## config.mk

```make
export PLATFORM = sky130hd
export DESIGN_NAME = temp_reader
export DESIGN_NICKNAME = d
export VERILOG_FILES = /design/src/rtl/temp_pkg.sv /design/src/rtl/sclk_gen.sv /design/src/rtl/temp_reader.sv
export SDC_FILE = /design/constraint.sdc
export NUM_CORES = 1
export LEC_CHECK = 0
export ABC_AREA = 1
export ABC_CLOCK_PERIOD_IN_PS = 2000
export BUFFER_PORTS_ARGS = -buffer_cell sky130_fd_sc_hd__clkbuf_2
export CAP_MARGIN = 0
export CORE_ASPECT_RATIO = 0.6
export CORE_MARGIN = 3
export CORE_UTILIZATION = 42
export CTS_BUF_LIST = sky130_fd_sc_hd__clkbuf_2
export DETAILED_ROUTE_END_ITERATION = 7
export SYNTH_ARGS = -nofsm -noshare
export SYNTH_HDL_FRONTEND = slang
export SYNTH_SLANG_ARGS = --single-unit
```

## constraint.sdc

```tcl
create_clock -name clk -period 2 [get_ports clk]
set_input_delay 0.5 -clock clk [delete_from_list [all_inputs] [get_ports clk]]
set_output_delay 0.5 -clock clk [all_outputs]
set_load 0.03 [all_outputs]
```

## src/rtl/temp_pkg.sv

```systemverilog
// Shared definitions for the serial temperature reader: FSM encodings, the
// layout of the 16-bit sensor frame, the fraction clamp value and frame helpers.
package temp_pkg;

  typedef enum logic [2:0] {
    IDLE     = 3'd0,
    CS_SETUP = 3'd1,
    SHIFT    = 3'd2,
    CS_HOLD  = 3'd3,
    UPDATE   = 3'd4
  } state_e;

  localparam int FRAME_BITS = 16;
  localparam int SIGN_BIT   = 15;
  localparam int INT_MSB    = 14;
  localparam int INT_LSB    = 9;
  localparam int FRAC_MSB   = 8;
  localparam int FRAC_LSB   = 5;
  localparam int PAR_BIT    = 0;

  localparam logic [3:0] FRAC_CLAMP = 4'd9;

  // Even parity over the whole frame, including the parity bit itself.
  function automatic logic frame_parity_ok(input logic [FRAME_BITS-1:0] frame);
    return (^frame) == 1'b0;
  endfunction

  // The tenths digit can never exceed 9; larger field values saturate.
  function automatic logic [3:0] clamp_frac(input logic [3:0] frac);
    if (frac > FRAC_CLAMP) begin
      return FRAC_CLAMP;
    end else begin
      return frac;
    end
  endfunction

endpackage

```

## src/rtl/sclk_gen.sv

```systemverilog
// Serial clock generator: toggles sclk every CLK_DIV clk cycles while enabled,
// starting low. rise_o/fall_o flag the cycle at whose closing edge sclk_o
// goes 0->1 / 1->0. Disabling returns the counter and sclk to zero.
module sclk_gen #(
  parameter int CLK_DIV = 25
) (
  input  logic clk,
  input  logic rst_n,
  input  logic en_i,
  output logic sclk_o,
  output logic rise_o,
  output logic fall_o
);

  localparam logic [7:0] DIV_LAST = 8'(CLK_DIV - 1);

  logic [7:0] cnt_q, cnt_d;
  logic       sclk_q, sclk_d;
  logic       last_s;

  assign last_s = (cnt_q == DIV_LAST);

  // Half-period counter and sclk level next-state.
  always_comb begin
    cnt_d  = cnt_q;
    sclk_d = sclk_q;
    if (!en_i) begin
      cnt_d  = 8'd0;
      sclk_d = 1'b0;
    end else if (last_s) begin
      cnt_d  = 8'd0;
      sclk_d = ~sclk_q;
    end else begin
      cnt_d  = cnt_q + 8'd1;
      sclk_d = sclk_q;
    end
  end

  // Counter and sclk level registers.
  always_ff @(posedge clk or negedge rst_n) begin
    if (!rst_n) begin
      cnt_q  <= 8'd0;
      sclk_q <= 1'b0;
    end else begin
      cnt_q  <= cnt_d;
      sclk_q <= sclk_d;
    end
  end

  assign sclk_o = sclk_q;
  assign rise_o = en_i & last_s & ~sclk_q;
  assign fall_o = en_i & last_s & sclk_q;

endmodule

```

## src/rtl/temp_reader.sv

```systemverilog
// Polls a serial temperature sensor: waits POLL_CYCLES in IDLE, asserts chip
// select, clocks in a 16-bit frame MSB first, then loads sign/integer/tenths
// on good parity (valid pulse) or flags the frame (err pulse).
module temp_reader
  import temp_pkg::*;
#(
  parameter int CLK_DIV     = 25,
  parameter int POLL_CYCLES = 50_000_000
) (
  input  logic       clk,
  input  logic       rst_n,
  output logic       sen_cs_n,
  output logic       sen_sclk,
  input  logic       sen_miso,
  output logic [5:0] temp,
  output logic [3:0] temp_frac,
  output logic       neg,
  output logic       valid,
  output logic       err
);

  localparam logic [31:0] POLL_LAST = 32'(POLL_CYCLES - 1);
  localparam logic [31:0] DIV_LAST  = 32'(CLK_DIV - 1);

  state_e                  state_q, state_d;
  logic [31:0]             cnt_q, cnt_d;
  logic [3:0]              bit_cnt_q, bit_cnt_d;
  logic [FRAME_BITS-1:0]   shift_q, shift_d;
  logic                    cs_n_q, cs_n_d;
  logic [5:0]              temp_q, temp_d;
  logic [3:0]              frac_q, frac_d;
  logic                    neg_q, neg_d;
  logic                    valid_q, valid_d;
  logic                    err_q, err_d;

  logic                    shift_en_s;
  logic                    sclk_s;
  logic                    rise_s;
  logic                    fall_s;

  assign shift_en_s = (state_q == SHIFT);

  sclk_gen #(
    .CLK_DIV (CLK_DIV)
  ) u_sclk_gen (
    .clk    (clk),
    .rst_n  (rst_n),
    .en_i   (shift_en_s),
    .sclk_o (sclk_s),
    .rise_o (rise_s),
    .fall_o (fall_s)
  );

  // Frame sequencing, bit capture and result loading.
  always_comb begin
    state_d   = state_q;
    cnt_d     = cnt_q;
    bit_cnt_d = bit_cnt_q;
    shift_d   = shift_q;
    temp_d    = temp_q;
    frac_d    = frac_q;
    neg_d     = neg_q;
    valid_d   = 1'b0;
    err_d     = 1'b0;
    case (state_q)
      IDLE: begin
        if (cnt_q == POLL_LAST) begin
          state_d = CS_SETUP;
          cnt_d   = 32'd0;
        end else begin
          cnt_d   = cnt_q + 32'd1;
        end
      end
      CS_SETUP: begin
        if (cnt_q == DIV_LAST) begin
          state_d   = SHIFT;
          cnt_d     = 32'd0;
          bit_cnt_d = 4'd0;
        end else begin
          cnt_d     = cnt_q + 32'd1;
        end
      end
      SHIFT: begin
        // miso has settled since the previous falling edge; capture it as sclk rises.
        if (rise_s) begin
          shift_d = {shift_q[FRAME_BITS-2:0], sen_miso};
        end else begin
          shift_d = shift_q;
        end
        if (fall_s) begin
          if (bit_cnt_q == 4'd15) begin
            state_d   = CS_HOLD;
            bit_cnt_d = 4'd0;
            cnt_d     = 32'd0;
          end else begin
            bit_cnt_d = bit_cnt_q + 4'd1;
          end
        end else begin
          bit_cnt_d = bit_cnt_q;
        end
      end
      CS_HOLD: begin
        if (cnt_q == DIV_LAST) begin
          state_d = UPDATE;
          cnt_d   = 32'd0;
        end else begin
          cnt_d   = cnt_q + 32'd1;
        end
      end
      UPDATE: begin
        state_d = IDLE;
        cnt_d   = 32'd0;
        if (frame_parity_ok(shift_q)) begin
          temp_d  = shift_q[INT_MSB:INT_LSB];
          frac_d  = clamp_frac(shift_q[FRAC_MSB:FRAC_LSB]);
          neg_d   = shift_q[SIGN_BIT];
          valid_d = 1'b1;
        end else begin
          err_d   = 1'b1;
        end
      end
      default: begin
        state_d   = IDLE;
        cnt_d     = 32'd0;
        bit_cnt_d = 4'd0;
        shift_d   = '0;
      end
    endcase
    // Chip select follows the state being entered so it stays registered.
    cs_n_d = !((state_d == CS_SETUP) || (state_d == SHIFT));
  end

  // State, counters, shift register and output registers.
  always_ff @(posedge clk or negedge rst_n) begin
    if (!rst_n) begin
      state_q   <= IDLE;
      cnt_q     <= 32'd0;
      bit_cnt_q <= 4'd0;
      shift_q   <= '0;
      cs_n_q    <= 1'b1;
      temp_q    <= 6'd0;
      frac_q    <= 4'd0;
      neg_q     <= 1'b0;
      valid_q   <= 1'b0;
      err_q     <= 1'b0;
    end else begin
      state_q   <= state_d;
      cnt_q     <= cnt_d;
      bit_cnt_q <= bit_cnt_d;
      shift_q   <= shift_d;
      cs_n_q    <= cs_n_d;
      temp_q    <= temp_d;
      frac_q    <= frac_d;
      neg_q     <= neg_d;
      valid_q   <= valid_d;
      err_q     <= err_d;
    end
  end

  assign sen_cs_n  = cs_n_q;
  assign sen_sclk  = sclk_s;
  assign temp      = temp_q;
  assign temp_frac = frac_q;
  assign neg       = neg_q;
  assign valid     = valid_q;
  assign err       = err_q;

endmodule

```

### Word-level counts from Yosys, hierarchy flattened

Index checks and enable logic that the tools add are counted.

| operators by class | value |
|---|---|
| reductions and logical operators | 11 |
| bitwise operators | 7 |
| $add $sub $neg | 3 |
| $lt $le $gt $ge | 1 |
| multiplexer cells | 26 |
| eq/ne operators | 15 |

Operators by type and width:

| cell | count |
|---|---|
| 32-bit two-way mux | 4 |
| 32-bit case mux with 3 select lines | 1 |
| 32-bit by 1-bit adder with 32-bit output (second input constant) | 1 |
| 32-bit by 26-bit equality test with 1-bit output (second input constant) | 1 |
| 32-bit by 5-bit equality test with 1-bit output (second input constant) | 1 |
| 16-bit case mux with 2 select lines | 1 |
| 16-bit two-way mux | 1 |
| 4-bit two-way mux | 4 |
| 8-bit two-way mux | 2 |
| 16-bit parity | 1 |
| 3-bit two-way mux | 5 |
| 3-bit case mux with 4 select lines | 1 |
| 4-bit case mux with 3 select lines | 1 |
| 2-bit != test (second input constant) | 5 |
| 3-bit by 2-bit equality test with 1-bit output (second input constant) | 3 |
| 8-bit by 1-bit adder with 8-bit output (second input constant) | 1 |
| 8-bit by 5-bit equality test with 1-bit output (second input constant) | 1 |
| 3-bit by 1-bit equality test with 1-bit output (second input constant) | 2 |
| 1-bit two-way mux | 6 |
| 2-bit AND reduction | 3 |
| 4-bit by 1-bit adder with 4-bit output (second input constant) | 1 |
| 4-bit equality test (second input constant) | 1 |
| 4-bit greater-than comparator (second input constant) | 1 |
| 1-bit inverter | 4 |
| 9 further kinds | 11 |

| word-level totals | value |
|---|---|
| bits in registers | 78 |
| input bits | 3 |
| logic and storage cells | 75 |

### Depth between registers and ports, before layout

| depth | value |
|---|---|
| depth after elaboration | 8 |
| gate-level depth with buffers | 13 |

### By module

From an unflattened synthesis, not the netlist that was laid out.

| unflattened totals | value |
|---|---|
| cell total of the unflattened synthesis | 687 |
| area total of the unflattened synthesis | 4700.8 µm² |

By module, submodules not included:

| module | area each (µm²) | cells an instance | times used |
|---|---|---|---|
| temp_reader | 4197.8 | 620 | 1 |
| sclk_gen | 503.0 | 67 | 1 |

### Least setup slack after synthesis

OpenSTA, ideal clock, no wires.

| timing | value |
|---|---|
| path type | reg2reg |
| start | reg cnt_q[0] |
| end | reg bit_cnt_q[0] |
| required time | 1874 ps |
| arrival | 1483 ps |
| path buffers | 0 |
| clock period less this slack | 1609 ps |
| cell stages (with the launch flop) | 12 |
| setup slack | 391 ps |
| cells stage by stage | dfrtp_1 inv_1 ha_1 nand2_1 nor2_1 nand2_1 nor2_1 nand2_1 nand2_1 nand2_2 nand2_1 o21ai_0 |

| between the ends | value |
|---|---|
| longest elaborated chain between the ends | 3 |

Ends and longest elaborated chain:

| element | RTL line | text |
|---|---|---|
| start, declared | temp_reader.sv:26 | `logic [31:0] cnt_q, cnt_d;` |
| start signal, assigned | temp_reader.sv:148 | `cnt_q <= cnt_d;` |
| 32-bit by 5-bit equality test with 1-bit output | temp_reader.sv:75 | `if (cnt_q == DIV_LAST) begin` |
| 2-bit != test (no line) | -- |  |
| 3-bit AND reduction (no line) | -- |  |
| end signal, assigned | temp_reader.sv:149 | `bit_cnt_q <= bit_cnt_d;` |
| end, declared | temp_reader.sv:27 | `logic [3:0] bit_cnt_q, bit_cnt_d;` |

Every way passes these cells.
A chain may end at the register's enable or synchronous reset.

### Worst setup path in the final report

| timing | value |
|---|---|
| start | reg cnt_q[0] |
| end | reg cnt_q[22] |

| between the ends | value |
|---|---|
| longest elaborated chain between the ends | 3 |
| elaborated cells between the ends (all ways) | 6 |
| those cells by class | 1 x add/sub; 2 x eq/ne; 3 x mux |

Ends and longest elaborated chain:

| element | RTL line | text |
|---|---|---|
| 32-bit by 1-bit adder with 32-bit output (tied with other cells) | temp_reader.sv:71, temp_reader.sv:80, temp_reader.sv:107 |  |
| 32-bit two-way mux, on equally long branches | temp_reader.sv:75, temp_reader.sv:103, temp_reader.sv:67 |  |
| 32-bit case mux with 3 select lines (*) | temp_reader.sv:65 | `case (state_q)` |

Mark *: on every way between the ends. The rest lies on a longest branch, timed or not.

==> results by group <==
Flow run
  • Max-Cap Viols: 0

Worst setup path
  • Crit path launch type: flip-flop
  • Top fanout value on the critical path: 6
  • Crit path required time: between 2 and 2.5 ns
  • Worst path slowest cell: dfrtp_2
  • WP data arrival: 2.37 ns
  • CP cell instances: ha_2, nand2_1, nor2_1, nand2_1, inv_1, nand3_1, nand4_1, nand3_1
  • Slowest Stage Delay on Critical Path: around 0.47 ns
  • Worst Setup Path Type: reg -> reg
  • CP Capture Type: flip-flop
  • Worst Reg2Reg Path Length in Cells: 8

Logic synthesis
  • Mapped Nets: between 700 and 800
  • Cells after synthesis: 743
  • Post-synthesis cell type count: 29
  • Yosys warning total: 0
  • Synthesized area per cell: 6.69 um2
  • Post-Syn Area: ~5000 um2
  • Register area share after synthesis: between 30% and 40%
  • Seq cells post-synth: 78

Placed design
  • Gpl congestion: about 1.0
  • Dpl ws: -0.0390 ns
  • DP HPWL: roughly 11000 um
  • I/O Buffers: 17

Worst hold path
  • Worst Hold Depth: 3
  • Worst min-delay path class: in -> reg

Route
  • Wire length per cell: about 16 um
  • Total wire length: approximately 15000 um
  • Final ANT Viol Nets: 0
  • DRT iter0 DRCs: between 400 and 500
  • DRC viols: 0
  • Total number of vias: approximately 4900
  • Drt pass-1 iters: 5
  • Via/cell ratio: ~5.2

Layout
  • Area Growth Syn to Fin: 11.1%
  • Share of layout cells above drive strength 1: roughly an eighth
  • Most frequent cells in the layout: nand2_1 (242), nand3_1 (91), inv_1 (83)
  • Final-layout fill cell count: 1230
  • ANT cells: 0
  • Nets: ~780
  • Multi-input gate area: about 2600 um2
  • Seq. cell area: between 1500 and 2000 um2
  • Final core occ: 48.4%
  • Most common cell after layout, fill and taps aside: nand2_1

Clock network
  • Setup bufs post-CTS: 0
  • H-tree Lvls: 3
  • Clock Pin Slew Worst Setup and Hold Paths: between 0.2 and 0.25 ns
  • Clock buffer count from CTS: 9
  • Max clock buf depth: 2
  • CTS root buf: clkbuf_2
  • Clk sinks: between 70 and 80
  • Clk_lat worst skew: between 0.5 and 0.6 ns
  • CTS tree: yes

Global routing
  • Largest net degree at the start of global routing: 35
  • Vias in the first global route: around 4500
  • First-pass GRT wire length: about 24000 um
  • Gr ovfl total: 0
  • Total GRT Usage: 22.7%
  • Antenna violations before repair: 0

Power
  • Power, Total: about 2500 uW
  • Power Dens Cells: about 460 nW/um2
  • Worst vdd ir: 314 uV
  • Leak Pwr: between 0.002 and 0.003 uW

Run status
  • Outcome: complete, no violations

STA
  • FMAX: 534 MHz
  • Max-slew violations: 0
  • RSZ-0062 raised after global routing: false
  • Slew @ Worst Pin: between 0.5 and 0.6 ns
  • Worst setup margin: 0.126 ns
  • Max_slew headroom: about two thirds
  • Max Clock Skew: between 0.03 and 0.04 ns
  • Period utilization: between 90% and 100%
  • Final Hold Vio Count: 0
  • Min Tclk post-route: 1.87 ns
  • Final setup vio count: 0

Floorplan
  • IO Count: 18
  • Die ar.: between 10000 and 15000 um2
  • Die height: approximately 90 um
  • Chip width: 146 um
  • Placement Rows: 30
  • Core ar.: roughly 11000 um2
  • Initial Util: 43.6%
-- through the flow --
step                      hold WS [ns]  cells  setup TNS (ns)  area (um2)
final                            0.163    938               0        5520
after global routing             0.172    938               0        5520
after global placement           0.448    921               0        5360
after detailed placement         0.451    921          -0.190        5360
after CTS                       0.0779    938               0        5490
after floorplan                  0.204    743               0        4970
-- synthesized netlist by cell type --
cell type	count	area, um2
a21oi_1	4	20.0
a21oi_2	2	17.5
buf_2	11	55.1
buf_4	2	15.0
buf_6	2	22.5
clkbuf_1	5	18.8
dfrtp_1	77	1930
dfstp_2	1	26.3
ha_1	5	62.6
inv_1	83	312
inv_2	8	30.0
nand2_1	242	908
nand2_2	2	12.5
nand3_1	92	460
nand4_1	21	131
nor2_1	84	315
nor2_2	5	31.3
nor2_4	2	22.5
nor3_1	20	100
nor3_2	1	10.0
nor3_4	3	48.8
nor3b_1	2	15.0
o211ai_1	16	120
o21ai_0	22	110
o21ai_1	24	120
o31ai_1	1	7.51
or2_2	1	6.26
xnor2_1	1	8.76
xor2_1	4	35.0
-- worst max-delay path, delay by kind of cell, from the launching register on --
family | cells | cell delay (ns)
flops | 1 | 0.47
simple gates | 6 | 0.85
fa+ha+maj | 1 | 0.26
buf+inv | 1 | 0.23
-- registers in the layout, indices dropped and copies added (netlist names) --
register           flops
cnt_q                 32
shift_q               16
u_sclk_gen.cnt_q       8
temp                   6
bit_cnt_q              4
temp_frac              4
state_q                3
err                    1
neg                    1
sen_cs_n               1
u_sclk_gen.sclk_o      1
valid                  1
-- timing repair --
item,in CTS,in global routing
hold buffers,1,0
gates resized for setup,1,12
endpoints found under the hold margin,22,0
setup endpoints to repair,10,30
cloned,0,0
-- where the power goes --
part	total [uW]	internal, uW	switching, uW
clock network	917	299	617
logic	44.8	11.1	33.7
registers	1580	1580	0
total	2540	1890	651
-- kinds of logic (layout without fill, tap and decap cells) --
| family | Yosys count | in the layout | share of synthesized area [%] |
|---|---|---|---|
| simple gates | 475 | 475 | 41.5 |
| fa+ha+maj | 5 | 5 | 1.26 |
| buf+inv | 111 | 146 | 9.11 |
| compound gates | 69 | 69 | 7.96 |
| flops | 78 | 78 | 39.3 |
| xor+xnor | 5 | 5 | 0.881 |
-- cell type report --
class	count	share of cell area (%)
flip-flops and latches	78	35.5
clock inverters	6	1.22
multi-input cells	554	47.0
well taps	160	3.63
repair buffers	39	5.53
inverters	91	6.19
clock buffers	10	0.907
-- worst paths after layout --
kind | from | endpoint | slack, ns
hold / removal | sen_miso | shift_q[0] | 0.16
setup / recovery | cnt_q[0] | cnt_q[22] | 0.13
max in group asynchronous | rst_n | u_sclk_gen.cnt_q[1] | 1.13
setup reg to reg | cnt_q[0] | cnt_q[22] | 0.13
min in group asynchronous | rst_n | shift_q[10] | 0.34
hold reg to reg | u_sclk_gen.cnt_q[0] | u_sclk_gen.cnt_q[0] | 0.50
-- layer usage --
layer  vias to the layer above  routed length, um  global-route usage (%)
li1                       2461                  -                       -
met1                      2270               7810                    38.2
met2                       178               5330                    28.4
met3                         7               1350                    5.92
met4                         0                 94                    4.38
met5                         -                  0                       0
(Power assumes the default switching activity.)
